<file path="config.mk">
export PLATFORM = sky130hd
export DESIGN_NAME = spm_row_accumulator
export DESIGN_NICKNAME = d
export VERILOG_FILES = /design/src/rtl/spm_row_accumulator.sv
export SDC_FILE = /design/constraint.sdc
export NUM_CORES = 1
export LEC_CHECK = 0
export ABC_AREA = 0
export BUFFER_PORTS_ARGS = -buffer_cell sky130_fd_sc_hd__buf_4
export CAP_MARGIN = 0
export CORE_ASPECT_RATIO = 1.25
export CORE_UTILIZATION = 34
export DETAILED_ROUTE_END_ITERATION = 7
export PLACE_DENSITY = 0.54
export SYNTH_ARGS = -nofsm -noshare
export SYNTH_HDL_FRONTEND = slang
export SYNTH_SLANG_ARGS = --single-unit
</file>
<file path="constraint.sdc">
create_clock -name clk -period 7.9 [get_ports clk]
set_input_delay 0.79 -clock clk [delete_from_list [all_inputs] [get_ports clk]]
set_output_delay 0.79 -clock clk [all_outputs]
set_load 0.02 [all_outputs]
</file>
<file path="src/rtl/spm_row_accumulator.sv">
// ---------------------------------------------------------------------------
// spm_row_accumulator
//
// Collapses a stream of (row ID, product) beats from the SpMV multiplier
// pipeline into one (row ID, row sum) pair per non-empty row. Completed pairs
// are queued in a small output FIFO. A pass ends on the beat flagged in_last.
// Once every pair has drained, done is raised and held until the next
// rst/spmv_init.
//
// Build option: define ACC_SATURATE_EN to use signed saturating row sums.
// Without it, sums wrap modulo 2^DATA_W.
//
// Ports
//   clk            rising-edge clock
//   rst            synchronous active-high reset
//   spmv_init      start of a new pass (same effect as rst)
//   in_valid       product beat valid
//   in_ready       accumulator accepts a beat this cycle
//   in_row_id      row ID of the beat
//   in_product     two's complement product
//   in_last        final beat of the pass
//   out_valid      a (row ID, sum) pair is presented
//   out_ready      consumer takes the pair
//   out_row_id     row ID of the presented pair
//   out_sum        row sum of the presented pair
//   done           pass complete and FIFO drained
//   row_order_err  sticky: row ID decreased within the pass
// ---------------------------------------------------------------------------
module spm_row_accumulator #(
    parameter int DATA_W     = 32,
    parameter int ROW_W      = 32,
    parameter int FIFO_DEPTH = 4
) (
    input  logic              clk,
    input  logic              rst,
    input  logic              spmv_init,
    input  logic              in_valid,
    output logic              in_ready,
    input  logic [ROW_W-1:0]  in_row_id,
    input  logic [DATA_W-1:0] in_product,
    input  logic              in_last,
    output logic              out_valid,
    input  logic              out_ready,
    output logic [ROW_W-1:0]  out_row_id,
    output logic [DATA_W-1:0] out_sum,
    output logic              done,
    output logic              row_order_err
);

    localparam int PTR_W = $clog2(FIFO_DEPTH);
    localparam int CNT_W = PTR_W + 1;

    typedef enum logic [2:0] {
        ST_IDLE       = 3'd0,
        ST_ACCUM      = 3'd1,
        ST_LAST_FLUSH = 3'd2,
        ST_DRAIN      = 3'd3,
        ST_DONE       = 3'd4
    } state_t;

    state_t             state_r, state_nxt_s;
    logic [ROW_W-1:0]   cur_row_r, cur_row_nxt_s;
    logic [DATA_W-1:0]  acc_r, acc_nxt_s;
    logic               row_order_err_r, err_set_s;

    logic [ROW_W-1:0]   row_mem_r [FIFO_DEPTH];
    logic [DATA_W-1:0]  sum_mem_r [FIFO_DEPTH];
    logic [PTR_W-1:0]   wr_ptr_r, rd_ptr_r;
    logic [CNT_W-1:0]   count_r;

    logic               not_full_s, accept_s, pop_s, push_s;
    logic [ROW_W-1:0]   push_row_s;
    logic [DATA_W-1:0]  push_sum_s, acc_sum_s;

    // Row-sum adder: wraps, or clamps to the signed range when saturation is built in.
    function automatic logic [DATA_W-1:0] acc_add(input logic [DATA_W-1:0] a,
                                                  input logic [DATA_W-1:0] b);
        logic [DATA_W-1:0] sum_v;
        sum_v = a + b;
`ifdef ACC_SATURATE_EN
        // Overflow only when both operands share a sign the result lacks.
        if ((a[DATA_W-1] == b[DATA_W-1]) && (sum_v[DATA_W-1] != a[DATA_W-1])) begin
            sum_v = a[DATA_W-1] ? {1'b1, {(DATA_W-1){1'b0}}}
                                : {1'b0, {(DATA_W-1){1'b1}}};
        end
`endif
        return sum_v;
    endfunction

    // Handshake terms come from registered state only, so a pop in this cycle never frees a slot early.
    assign not_full_s = (count_r < CNT_W'(FIFO_DEPTH));
    assign in_ready   = ((state_r == ST_IDLE) || (state_r == ST_ACCUM)) && not_full_s;
    assign accept_s   = in_valid && in_ready;
    assign out_valid  = (count_r != {CNT_W{1'b0}});
    assign pop_s      = out_valid && out_ready;
    assign out_row_id = row_mem_r[rd_ptr_r];
    assign out_sum    = sum_mem_r[rd_ptr_r];
    assign done       = (state_r == ST_DONE);
    assign row_order_err = row_order_err_r;
    assign acc_sum_s  = acc_add(acc_r, in_product);

    // Next-state, open-row update and FIFO push decisions.
    always_comb begin
        state_nxt_s   = state_r;
        cur_row_nxt_s = cur_row_r;
        acc_nxt_s     = acc_r;
        err_set_s     = 1'b0;
        push_s        = 1'b0;
        push_row_s    = cur_row_r;
        push_sum_s    = acc_r;
        case (state_r)
            ST_IDLE: begin
                if (accept_s) begin
                    cur_row_nxt_s = in_row_id;
                    acc_nxt_s     = in_product;
                    if (in_last) begin
                        // Single-beat pass: emit immediately.
                        push_s      = 1'b1;
                        push_row_s  = in_row_id;
                        push_sum_s  = in_product;
                        state_nxt_s = ST_DRAIN;
                    end else begin
                        state_nxt_s = ST_ACCUM;
                    end
                end else begin
                    state_nxt_s = ST_IDLE;
                end
            end
            ST_ACCUM: begin
                if (accept_s && (in_row_id == cur_row_r)) begin
                    acc_nxt_s = acc_sum_s;
                    if (in_last) begin
                        push_s      = 1'b1;
                        push_sum_s  = acc_sum_s;
                        state_nxt_s = ST_DRAIN;
                    end else begin
                        state_nxt_s = ST_ACCUM;
                    end
                end else if (accept_s) begin
                    // Row change closes the open row; the new beat opens the next one.
                    push_s        = 1'b1;
                    cur_row_nxt_s = in_row_id;
                    acc_nxt_s     = in_product;
                    err_set_s     = (in_row_id < cur_row_r);
                    state_nxt_s   = in_last ? ST_LAST_FLUSH : ST_ACCUM;
                end else begin
                    state_nxt_s = ST_ACCUM;
                end
            end
            ST_LAST_FLUSH: begin
                if (not_full_s) begin
                    push_s      = 1'b1;
                    state_nxt_s = ST_DRAIN;
                end else begin
                    state_nxt_s = ST_LAST_FLUSH;
                end
            end
            ST_DRAIN: begin
                if (count_r == {CNT_W{1'b0}}) begin
                    state_nxt_s = ST_DONE;
                end else begin
                    state_nxt_s = ST_DRAIN;
                end
            end
            ST_DONE: begin
                state_nxt_s = ST_DONE;
            end
            default: begin
                state_nxt_s = ST_IDLE;
            end
        endcase
    end

    // State, open row, error flag and FIFO registers; rst/spmv_init override everything.
    always_ff @(posedge clk) begin
        if (rst || spmv_init) begin
            state_r         <= ST_IDLE;
            cur_row_r       <= {ROW_W{1'b0}};
            acc_r           <= {DATA_W{1'b0}};
            row_order_err_r <= 1'b0;
            wr_ptr_r        <= {PTR_W{1'b0}};
            rd_ptr_r        <= {PTR_W{1'b0}};
            count_r         <= {CNT_W{1'b0}};
            for (int i = 0; i < FIFO_DEPTH; i++) begin
                row_mem_r[i] <= {ROW_W{1'b0}};
                sum_mem_r[i] <= {DATA_W{1'b0}};
            end
        end else begin
            state_r         <= state_nxt_s;
            cur_row_r       <= cur_row_nxt_s;
            acc_r           <= acc_nxt_s;
            row_order_err_r <= row_order_err_r | err_set_s;
            if (push_s) begin
                row_mem_r[wr_ptr_r] <= push_row_s;
                sum_mem_r[wr_ptr_r] <= push_sum_s;
                wr_ptr_r            <= wr_ptr_r + PTR_W'(1);
            end
            if (pop_s) begin
                rd_ptr_r <= rd_ptr_r + PTR_W'(1);
            end
            if (push_s && !pop_s) begin
                count_r <= count_r + CNT_W'(1);
            end else if (pop_s && !push_s) begin
                count_r <= count_r - CNT_W'(1);
            end
        end
    end

endmodule

</file>
* Word level (Yosys, flattened, before mapping)
Memories as Yosys holds them, arrays and structs flattened. A register that Yosys moved wholly into a read port is not among the register bits.
Cells that the tools add are included.
** Word-level totals
- Word-level logic and storage cells :: 89
- Input port bits :: 70
- Bits in writable memories :: 256
- Flip-flop bits (word level) :: 75
- Output and inout port bits :: 68
- Memories :: 2
** Cells by class
- $lt $le $gt $ge :: 2
- Eq/ne operators :: 6
- Add/sub/neg operators :: 5
- Bitwise operators :: 1
- Muxes and demuxes :: 48
- Reductions and logical operators :: 18
** Memories
- row_mem_r :: depth 4, bits a word 32, rd ports 1, clocked after memory_dff 1, write ports 4, line 66 : logic [ROW_W-1:0] row_mem_r [FIFO_DEPTH];
- sum_mem_r :: depth 4, bits a word 32, rd ports 1, clocked after memory_dff 1, write ports 4, line 67 : logic [DATA_W-1:0] sum_mem_r [FIFO_DEPTH];
** Operators by type and width (count)
- two-way mux 32 bit :: 13
- one-hot mux 32 bit (2 select lines) :: 3
- OR reduction 32 bit :: 2
- adder 32 bit :: 1
- == test 32 bit :: 1
- less-than comparator 32 bit :: 1
- two-way mux 2 bit :: 10
- two-way mux 1 bit :: 16
- one-hot mux 3 bit (5 select lines) :: 1
- two-way mux 3 bit :: 4
- == test 3 x 2 -> 1 bit (second input constant) :: 2
- logical AND 1 bit :: 6
- zero test 3 bit :: 2
- adder 2 x 1 -> 2 bit (second input constant) :: 2
- nonzero test 2 bit :: 2
- adder 3 x 1 -> 3 bit (second input constant) :: 1
- == test 3 x 1 -> 1 bit (second input constant) :: 1
- == test 3 bit (second input constant) :: 1
- less-than comparator 3 bit (second input constant) :: 1
- one-hot mux 1 bit (3 select lines) :: 1
- nonzero test 3 bit :: 1
- subtractor 3 x 1 -> 3 bit (second input constant) :: 1
- zero test 1 bit :: 2
- logical OR 1 bit :: 2
- other kinds (3) :: 3

* Depth between registers and ports, before layout
Gate-level depths: netlist of run 1.
- Depth in word-level cells :: 12
- Mapped depth :: 14
- Mapped depth without buffers :: 13

* Worst setup path before layout of run 1
Ideal clock, no wire load.
- Path kind :: input -> register
- Start :: input port in_row_id[18]
- End :: memory row_mem_r[3][0], enable pin
- Stages on the path :: 9
- Library setup time :: 0.574 ns
- Data arrival time :: 6.600 ns
- Path slack :: 0.725 ns
- Required time :: 7.326 ns
- Buffers on the path :: 1
- Cells stage by stage :: ha_1 -> and3_1 -> nand3_1 -> or3_1 -> buf_2 -> a21oi_1 -> o2bb2ai_1 -> nand2_1 -> o21ai_0
** RTL lines
- start, declared :: line 39 : input logic [ROW_W-1:0] in_row_id,
- end, declared :: line 66

==> results.toml, run 1 <==
[power]
p_comb_frac = 0.138
power_frac_seq = 0.476
power.density_mw_per_mm2 = 216
cellLeakagePower_nw = 7.11
switching_share = 0.266
clkPwrFrac = 0.386
vdd_drop_max_mv = 0.126
p_int_mw = 3.09
finalPower_mw = 4.21
p_sw_mw = 1.12

[synthesis]
ys_ff_latch = 333
async_flop_share = 0
synthCells = 1458
synth_compound_area_frac = 0.115
synth_flop_cell = "edfxtp_1"
synth_xor_area_frac = 0.0157
synth_fa_ha_area_frac = 0.0503
synth-edff-count = 256
synth_top_family_by_area = "simple AND/OR/NAND/NOR gates"
muxShareOfSynthArea = 0.107
yosysSeqAreaShare = 0.552
synth_area_per_cell_um2 = 11.5
synth_warnings = 0
ys_types = 68
syn_area_mm2 = 0.0167
synth_nets = 1594
synth_simple_gate_area_frac = 0.127

[worst_setup_path]
crit_path_start_kind = "flip-flop"
cp_max_fo = 62
r2r-end = "sum_mem_r[0][24]$_SDFFCE_PN0P_"
reg2reg_setup_slack_ps = 3180
crit_path_end_kind = "flip-flop"
cp.arrival_ps = 4960
path_class = "reg -> reg"
r2r_start = "cur_row_r[10]$_SDFFE_PP0P_"
cp.required_ps = 8140
reg2reg_depth = 11

[layout]
multiInputGateArea_mm2 = 0.00699
fill_cells = 4745
ff_latch_area_mm2 = 0.00923
stdcell_count = 2230
final_nets = 1693
drive_gt1_frac = 0.180
syn_to_final_growth_pct = 16.3
finish.instance_area_mm2 = 0.0194
utilization = 0.401
diodes = 0

[timing]
setup_viol = 0
max_freq_ghz = 0.212
finalCriticalPeriod_ps = 4720
tightest_slew_ps = 1100
drv_slew = 0
timing.final.crit_share = 0.597
slew_headroom = 0.267
final.setup.worst_slack_ps = 3180
whs_ps = 471
rsz0062_at_grt = "false"
hold_viol_final = 0
fin_skew_ps = 17.7
finalSetupTns_ps = 0

[global_route]
grt_max_degree = 66
grt_pass1_vias = 12100
grt_overflow = 0
track_usage = 0.186
antenna_found_initial = 0
grt_pass1_wl_mm = 71.7

[place]
dp_hpwl_mm = 29.9
dpl_cell_area_mm2 = 0.0183
io_buffers = 137
pre_cts_ws_ps = 2610
dp.cells = 2162
routabilityCongestion = 0.818

[hold_path]
hold_path_depth = 2
hold_end = "cur_row_r[14]$_SDFFE_PP0P_"
hold_path_class = "reg -> reg"
hp-start = "cur_row_r[14]$_SDFFE_PP0P_"

[detailed_routing]
drtAntennaViolNets = 0
via_per_inst = 5.30
routed_wl_mm = 47.0
wl_per_cell_um = 21.1
vias = 11800
drtIter0Drc = 725
dr.pass1.iters = 5
remaining_drc_errors = 0

[clock_network]
hold_buffers = 0
htreeDepth = 2
cts_root_buf = "clkbuf_16"
path_clk_slew_ps = 60
cts.sinks = 333
clkLatencyLatePin_ps = 540
post_cts_resized = 0
cts_tree = "done"
post-cts-setup-buffers = 0
numCtsBuffers = 37
cts_max_path_buffers = 3

[floorplan]
io-pin-count = 138
die_h_um = 250
rows = 90
die_area_mm2 = 0.0501
die_w_um = 200
core_mm2 = 0.0484
start_util = 0.345

[outcome]
outcome = "complete, no violations"

[job]
maxCapViolations = 0
## synth_stat cells, types with 13 or more instances
| master | n | share of area |
|---|---|---|
| a21o_1 | 23 | 0.010 |
| edfxtp_1 | 256 | 0.46 |
| buf_2 | 39 | 0.012 |
| nor2_1 | 308 | 0.069 |
| a211oi_1 | 15 | 0.0067 |
| nand2_1 | 103 | 0.023 |
| nand4_1 | 18 | 0.0067 |
| dfxtp_1 | 77 | 0.092 |
| ha_1 | 64 | 0.048 |
| a22o_1 | 13 | 0.0068 |
| mux2i_1 | 34 | 0.020 |
| clkbuf_1 | 41 | 0.0092 |
| o221ai_1 | 28 | 0.015 |
| o21ai_0 | 36 | 0.011 |
| xnor2_1 | 19 | 0.010 |
| inv_1 | 41 | 0.0092 |
| mux4_2 | 64 | 0.086 |
| a21oi_1 | 125 | 0.037 |
## cells by family after synthesis
logic type,count (synthesis)
buffers and inverters,131
AND/OR/NAND/NOR,502
adder cells (fa/ha/maj),66
AO/OA/AOI/OAI,298
flip-flops,333
multiplexers,98
XOR/XNOR,30
## worst max-delay path, stage by stage (launching register included)
cell and delay, ps:
dfxtp_1 350, inv_1 50, ha_1 300, nand4_1 200, or4_1 690, or3_1 590, a21oi_1 220, o2bb2ai_1 160
nand2_2 700, or3_2 310, buf_4 640, a21oi_1 100
## flip-flops by register name, indices dropped and copies added (netlist names), named ones only
name / cells
row_mem_r: 128
sum_mem_r: 128
acc_r: 32
cur_row_r: 32
count_r: 3
state_r: 3
rd_ptr_r: 2
wr_ptr_r: 2
row_order_err: 1
## metal layers
metal,vias up,share of wire,GRT usage
met3,54,0.045,0.0274
li1,5613,-,-
met1,5880,0.42,0.228
met2,273,0.52,0.336
met5,-,0,0
met4,0,0.022,0.0521
## layout by cell type (no fill, tap or decap), types with 5 or more instances in the layout
cell       netlist  layout
a211oi_1        15      15
a21o_1          23      23
a21oi_1        125     125
a221oi_1         7       7
a22o_1          13      13
a22oi_1          6       6
a31oi_1          7       7
buf_4            3     150
clkbuf_1        41       8
clkbuf_16        0      37
clkinv_1         0      11
clkinv_2         0       5
dfxtp_1         77      75
edfxtp_1       256     256
ha_1            64      64
inv_1           41      41
mux2i_1         34      34
mux4_2          64      64
nand2_1        103      99
nand2b_1         6       6
nand3_1         12      12
nand4_1         18      18
nor2_1         308     305
nor2b_1          7       7
nor3_1          10      10
o211ai_1         6       6
o21a_1           5       5
o21ai_0         36      35
o221ai_1        28      28
or3_1           11       9
xnor2_1         19      19
xor2_1          11      11
## how the worst max path moves through the flow
stage	startpoint	end	slack, ps	depth (start not counted)
after floorplan	in_row_id[18]	row_mem_r[3][0]$_DFFE_PP_	730	9
after global placement	in_row_id[10]	row_mem_r[0][5]$_SDFFCE_PN0P_	2680	10
after detailed placement	in_row_id[10]	sum_mem_r[0][24]$_SDFFCE_PN0P_	2610	11
after CTS	cur_row_r[10]$_SDFFE_PP0P_	sum_mem_r[0][24]$_SDFFCE_PN0P_	3130	11
after global routing	cur_row_r[15]$_SDFFE_PP0P_	sum_mem_r[0][18]$_SDFFCE_PN0P_	2840	11
final	cur_row_r[10]$_SDFFE_PP0P_	sum_mem_r[0][24]$_SDFFCE_PN0P_	3180	11
## area by class of cell
type                            count  area share
Inverter                           41     0.00792
Sequential cell                   333       0.475
Multi-Input combinational cell    994       0.360
Clock inverter                     22     0.00786
Tap cell                          644      0.0415
Timing Repair Buffer              150      0.0580
Clock buffer                       46      0.0499
## power groups by stage
stage	logic [mW]	registers [mW]	clock network (mW)
after floorplan	0.379	2.03	0
after global placement	0.584	2.04	0
after detailed placement	0.586	2.04	0
after CTS	0.589	2.00	1.66
after global routing	0.635	2.01	1.72
final	0.582	2.00	1.62
Power figures use the tool's default switching activity.
==> inputs of run 2 (changes only) <==
clock period = 4.7 ns   (was 7.9 ns; I/O delays follow)
==> results.toml, run 2 (synthesis gave the netlist of run 1 again) <==
[outcome]
outcome = "complete, no violations"

[worst_setup_path]
cp.required_ps = 4930
r2r_start = "cur_row_r[6]$_SDFFE_PP0P_"
path_class = "reg -> reg"
cp.arrival_ps = 4150
reg2reg_depth = 9
crit_path_start_kind = "flip-flop"
reg2reg_setup_slack_ps = 790
r2r-end = "sum_mem_r[0][2]$_SDFFCE_PN0P_"
cp_max_fo = 29
crit_path_end_kind = "flip-flop"

[timing]
tightest_slew_ps = 817
finalCriticalPeriod_ps = 3910
finalSetupTns_ps = 0
setup_viol = 0
whs_ps = 197
drv_slew = 0
rsz0062_at_grt = "false"
timing.final.crit_share = 0.833
fin_skew_ps = 26.1
final.setup.worst_slack_ps = 787
hold_viol_final = 0
max_freq_ghz = 0.256
slew_headroom = 0.455

[global_route]
antenna_found_initial = 0
grt_max_degree = 65
grt_pass1_vias = 12300
grt_pass1_wl_mm = 73.5
track_usage = 0.191
grt_overflow = 0

[layout]
utilization = 0.408
finish.instance_area_mm2 = 0.0198
diodes = 0
drive_gt1_frac = 0.192
final_common_cell = "nor2_1"
syn_to_final_growth_pct = 18.3
fill_cells = 4643
stdcell_count = 2246
final_cell_mix = "nor2_1, edfxtp_1, buf_4"
final_nets = 1711
reg_top3 = "row_mem_r (128), sum_mem_r (128)"

[clock_network]
htreeDepth = 2
numCtsBuffers = 36
cts_tree = "done"
cts_root_buf = "clkbuf_16"
path_clk_slew_ps = 60
post-cts-setup-buffers = 0
clkLatencyLatePin_ps = 540
hold_buffers = 0
post_cts_resized = 0
cts_max_path_buffers = 3
cts.sinks = 333

[detailed_routing]
wl_per_cell_um = 21.2
dr.pass1.iters = 5
routed_wl_mm = 47.7
drtIter0Drc = 700
remaining_drc_errors = 0
vias = 11900
drtAntennaViolNets = 0
via_per_inst = 5.32

[power]
cellLeakagePower_nw = 7.29
finalPower_mw = 7.26
vdd_drop_max_mv = 0.210
power.density_mw_per_mm2 = 367

[place]
io_buffers = 137
routabilityCongestion = 0.833
dp.cells = 2181
dp_hpwl_mm = 31.4
dpl_cell_area_mm2 = 0.0186
pre_cts_ws_ps = 633

[hold_path]
hold_path_class = "in -> reg"
hold_end = "cur_row_r[4]$_SDFFE_PP0P_"
hp-start = "in_row_id[4]"
hold_path_depth = 3

[floorplan]
die_h_um = 250
io-pin-count = 138
start_util = 0.345
die_w_um = 200
core_mm2 = 0.0484
rows = 90
die_area_mm2 = 0.0501

[job]
maxCapViolations = 0
run 2: worst max-delay path, stage by stage, from the launching register on:
cell	delay, ps
dfxtp_1	390
inv_1	60
ha_1	310
nand4_1	180
or4_1	620
or3_1	600
a21o_1	290
buf_4	260
a221oi_1	760
nor2_1	130
run 2: worst max-delay path by stage:
stage / startpoint / endpoint / slack [ps] / depth (start not counted)
after global routing: cur_row_r[6]$_SDFFE_PP0P_ / sum_mem_r[3][2]$_DFFE_PP_ / 640 / 9
after CTS: cur_row_r[6]$_SDFFE_PP0P_ / sum_mem_r[1][25]$_SDFFCE_PN0P_ / 770 / 9
after floorplan: in_row_id[9] / row_mem_r[2][0]$_SDFFCE_PN0P_ / 240 / 12
after detailed placement: in_row_id[6] / sum_mem_r[1][25]$_SDFFCE_PN0P_ / 630 / 9
final: cur_row_r[6]$_SDFFE_PP0P_ / sum_mem_r[0][2]$_SDFFCE_PN0P_ / 790 / 9
after global placement: in_row_id[10] / sum_mem_r[0][25]$_SDFFCE_PN0P_ / 660 / 9
run 2: cell type report:
class	count	area [µm²]	area share
Clock buffer	48	987	0.0499
Clock inverter	17	200	0.0101
Inverter	41	154	0.00778
Multi-Input combinational cell	994	6990	0.353
Sequential cell	333	9240	0.467
Tap cell	644	806	0.0407
Timing Repair Buffer	169	1410	0.0711
run 2: power by group:
group | switching [mW] | internal (mW) | total [mW]
combinational | 0.618 | 0.381 | 0.999
clock | 1.19 | 1.71 | 2.89
sequential | 0.0664 | 3.30 | 3.37
total | 1.87 | 5.39 | 7.26
run 2: routing by layer:
layer | track usage | wire length, µm | share of wire | vias to the layer above
li1 | - | - | - | 5644
met5 | 0 | 0 | 0 | -
met2 | 0.353 | 25000 | 0.52 | 240
met4 | 0.0534 | 988 | 0.021 | 0
met1 | 0.234 | 20200 | 0.42 | 6004
met3 | 0.0222 | 1520 | 0.032 | 59
==> inputs of run 3 (changes only) <==
ABC_AREA = 1   (was 0)
PLACE_DENSITY = 0.56   (was 0.54)
clock period = 3.55 ns   (was 4.7 ns; I/O delays follow)
==> results.toml, run 3 <==
[place]
routabilityCongestion = 0.877
dp.cells = 3255
io_buffers = 137
dp_hpwl_mm = 40.7

[detailed_routing]
top_layer = "met4"
drtIter0Drc = 1169
drtAntennaViolNets = 0
via_per_inst = 5.02
met3_length_mm = 3.04
vias = 16700
dr.pass1.iters = 5
routed_wl_mm = 59.6
drt-met1-wl_mm = 24.9
remaining_drc_errors = 0
wl_met2_mm = 29.9
wl_per_cell_um = 17.9

[layout]
utilization = 0.403
stdcell_count = 3324
syn_to_final_growth_pct = 16.3
final_nets = 2696
final_common_cell = "nand2_1"
drive_gt1_frac = 0.104
final_cell_mix = "nand2_1, nor2_1, inv_1"
fill_cells = 5603
reg_top3 = "row_mem_r (128), sum_mem_r (128)"

[timing]
timing.final.crit_share = 0.817
hold_viol_final = 0
setup_viol = 0
finalCriticalPeriod_ps = 2900
rsz0062_at_grt = "false"
drv_slew = 0
slew_headroom = 0.375
finalSetupTns_ps = 0
fin_skew_ps = 19.7
tightest_slew_ps = 936
max_freq_ghz = 0.345

[global_route]
track_usage = 0.208
grt_pass1_vias = 16300
grt_overflow = 0
grt_pass1_wl_mm = 92.4
antenna_found_initial = 0
grt_max_degree = 101

[worst_setup_path]
cp.required_ps = 3840
reg2reg_depth = 16
crit_path_start_kind = "flip-flop"
reg2reg_setup_slack_ps = 650
cp_max_fo = 21
crit_path_end_kind = "flip-flop"
cp.arrival_ps = 3190
path_class = "reg -> reg"
endpoint = "sum_mem_r[2][14]$_SDFFCE_PN0P_"
r2r-end = "sum_mem_r[2][14]$_SDFFCE_PN0P_"
startpoint = "cur_row_r[31]$_SDFFE_PP0P_"
r2r_start = "cur_row_r[31]$_SDFFE_PP0P_"

[synthesis]
synth_fa_ha_area_frac = 0.0440
synth_area_leaders = "edfxtp_1, nand2_1, dfxtp_1, nor2_1, inv_1"
synth-edff-count = 256
ys_types = 42
synth_flop_cell = "edfxtp_1"
synth_top_area_frac = 0.403
synth_compound_area_frac = 0.151
yosysSeqAreaShare = 0.483
ys_ff_latch = 333
synth_xor_area_frac = 0.00642
synthMostInstantiatedCell = "nand2_1"
synth_nets = 2598
syn_area_mm2 = 0.0191
synth_simple_gate_area_frac = 0.218
synthTopCellsByCount = "nand2_1, nor2_1, inv_1"
synth_area_per_cell_um2 = 7.75
muxShareOfSynthArea = 0
async_flop_share = 0
synth_warnings = 0
synth.largest_area_cell = "edfxtp_1"
synth_top_family_by_area = "simple AND/OR/NAND/NOR gates"
synthCells = 2462

[clock_network]
cts_tree = "done"
cts_root_buf = "clkbuf_16"
post-cts-setup-buffers = 0
clkLatencyLatePin_ps = 530
htreeDepth = 2
numCtsBuffers = 38
post_cts_resized = 0
hold_buffers = 0
cts.sinks = 333
cts_max_path_buffers = 3
path_clk_slew_ps = 60

[power]
power.density_mw_per_mm2 = 472
cellLeakagePower_nw = 10.1
vdd_drop_max_mv = 0.280

[outcome]
outcome = "complete, no violations"

[floorplan]
core_mm2 = 0.0551
rows = 96
start_util = 0.346
io-pin-count = 138
die_area_mm2 = 0.0571
die_h_um = 267
die_w_um = 214

[hold_path]
hold_path_class = "in -> reg"

[job]
maxCapViolations = 0
[run 3: final cells by class]
type / instances / area, µm² / area share
tap: 735 / 920 / 0.0414
clock inverter: 16 / 215 / 0.00969
antenna: 1 / 2.50 / 0.000113
multi-input combinational: 1657 / 8050 / 0.362
sequential: 333 / 9230 / 0.416
inverter: 352 / 1320 / 0.0596
clock buffer: 52 / 1050 / 0.0475
timing repair buffer: 178 / 1410 / 0.0635
[run 3: where the power goes]
part / switching, mW / internal (mW) / total [mW]
Sequential: 0.0805 / 4.41 / 4.49
Clock: 1.59 / 2.45 / 4.04
Combinational: 1.33 / 0.637 / 1.97
Total: 3.00 / 7.49 / 10.5
[run 3: cell families after synthesis]
| family | after synthesis |
|---|---|
| AO/OA/AOI/OAI | 535 |
| XOR/XNOR | 14 |
| adder cells (fa/ha/maj) | 66 |
| buffers and inverters | 472 |
| flip-flops | 333 |
| AND/OR/NAND/NOR | 1042 |
[run 3: critical path, stage by stage (launching register included)]
cell     delay, ps
dfxtp_1        300
inv_1           60
ha_1           290
nand2_1         60
nor2_1         190
nand3_1        100
nor2_1         270
nand3_2        190
nand2_1        130
nand3_2        120
nand2_2        130
nor2_4          40
nand2_1        120
buf_4          330
inv_2          190
nand2_1        100
inv_1           40
[run 3: worst min-delay path by stage]
stage	from	to	slack, ps	depth (start not counted)
after floorplan	rd_ptr_r[1]$_SDFFE_PP0P_	flip-flop	440	2
after global placement	rd_ptr_r[1]$_SDFFE_PP0P_	flip-flop	440	2
after detailed placement	row_order_err$_SDFF_PP0_	row_order_err$_SDFF_PP0_	450	2
after CTS	in_row_id[7]	cur_row_r[7]$_SDFFE_PP0P_	90	3
after global routing	in_row_id[4]	cur_row_r[4]$_SDFFE_PP0P_	110	3
final	in_row_id[7]	cur_row_r[7]$_SDFFE_PP0P_	110	3
[run 3: routing by layer]
layer | track usage | vias up
met4 | 0.0706 | 0
met5 | 0 | -
li1 | - | 8247
met1 | 0.253 | 7878
met3 | 0.0248 | 83
met2 | 0.379 | 491
[run 3: metrics by stage]
stage               setup WS [ps]  total power, mW  hold slack (ps)  instance area (µm²)
floorplan                     222             5.79              437                19100
finish                        651             10.5              114                22200
global placement              581             6.51              441                20900
global route                  360             11.0              113                22200
detailed placement            547             6.54              450                20900
CTS                           624             10.6             89.5                22200
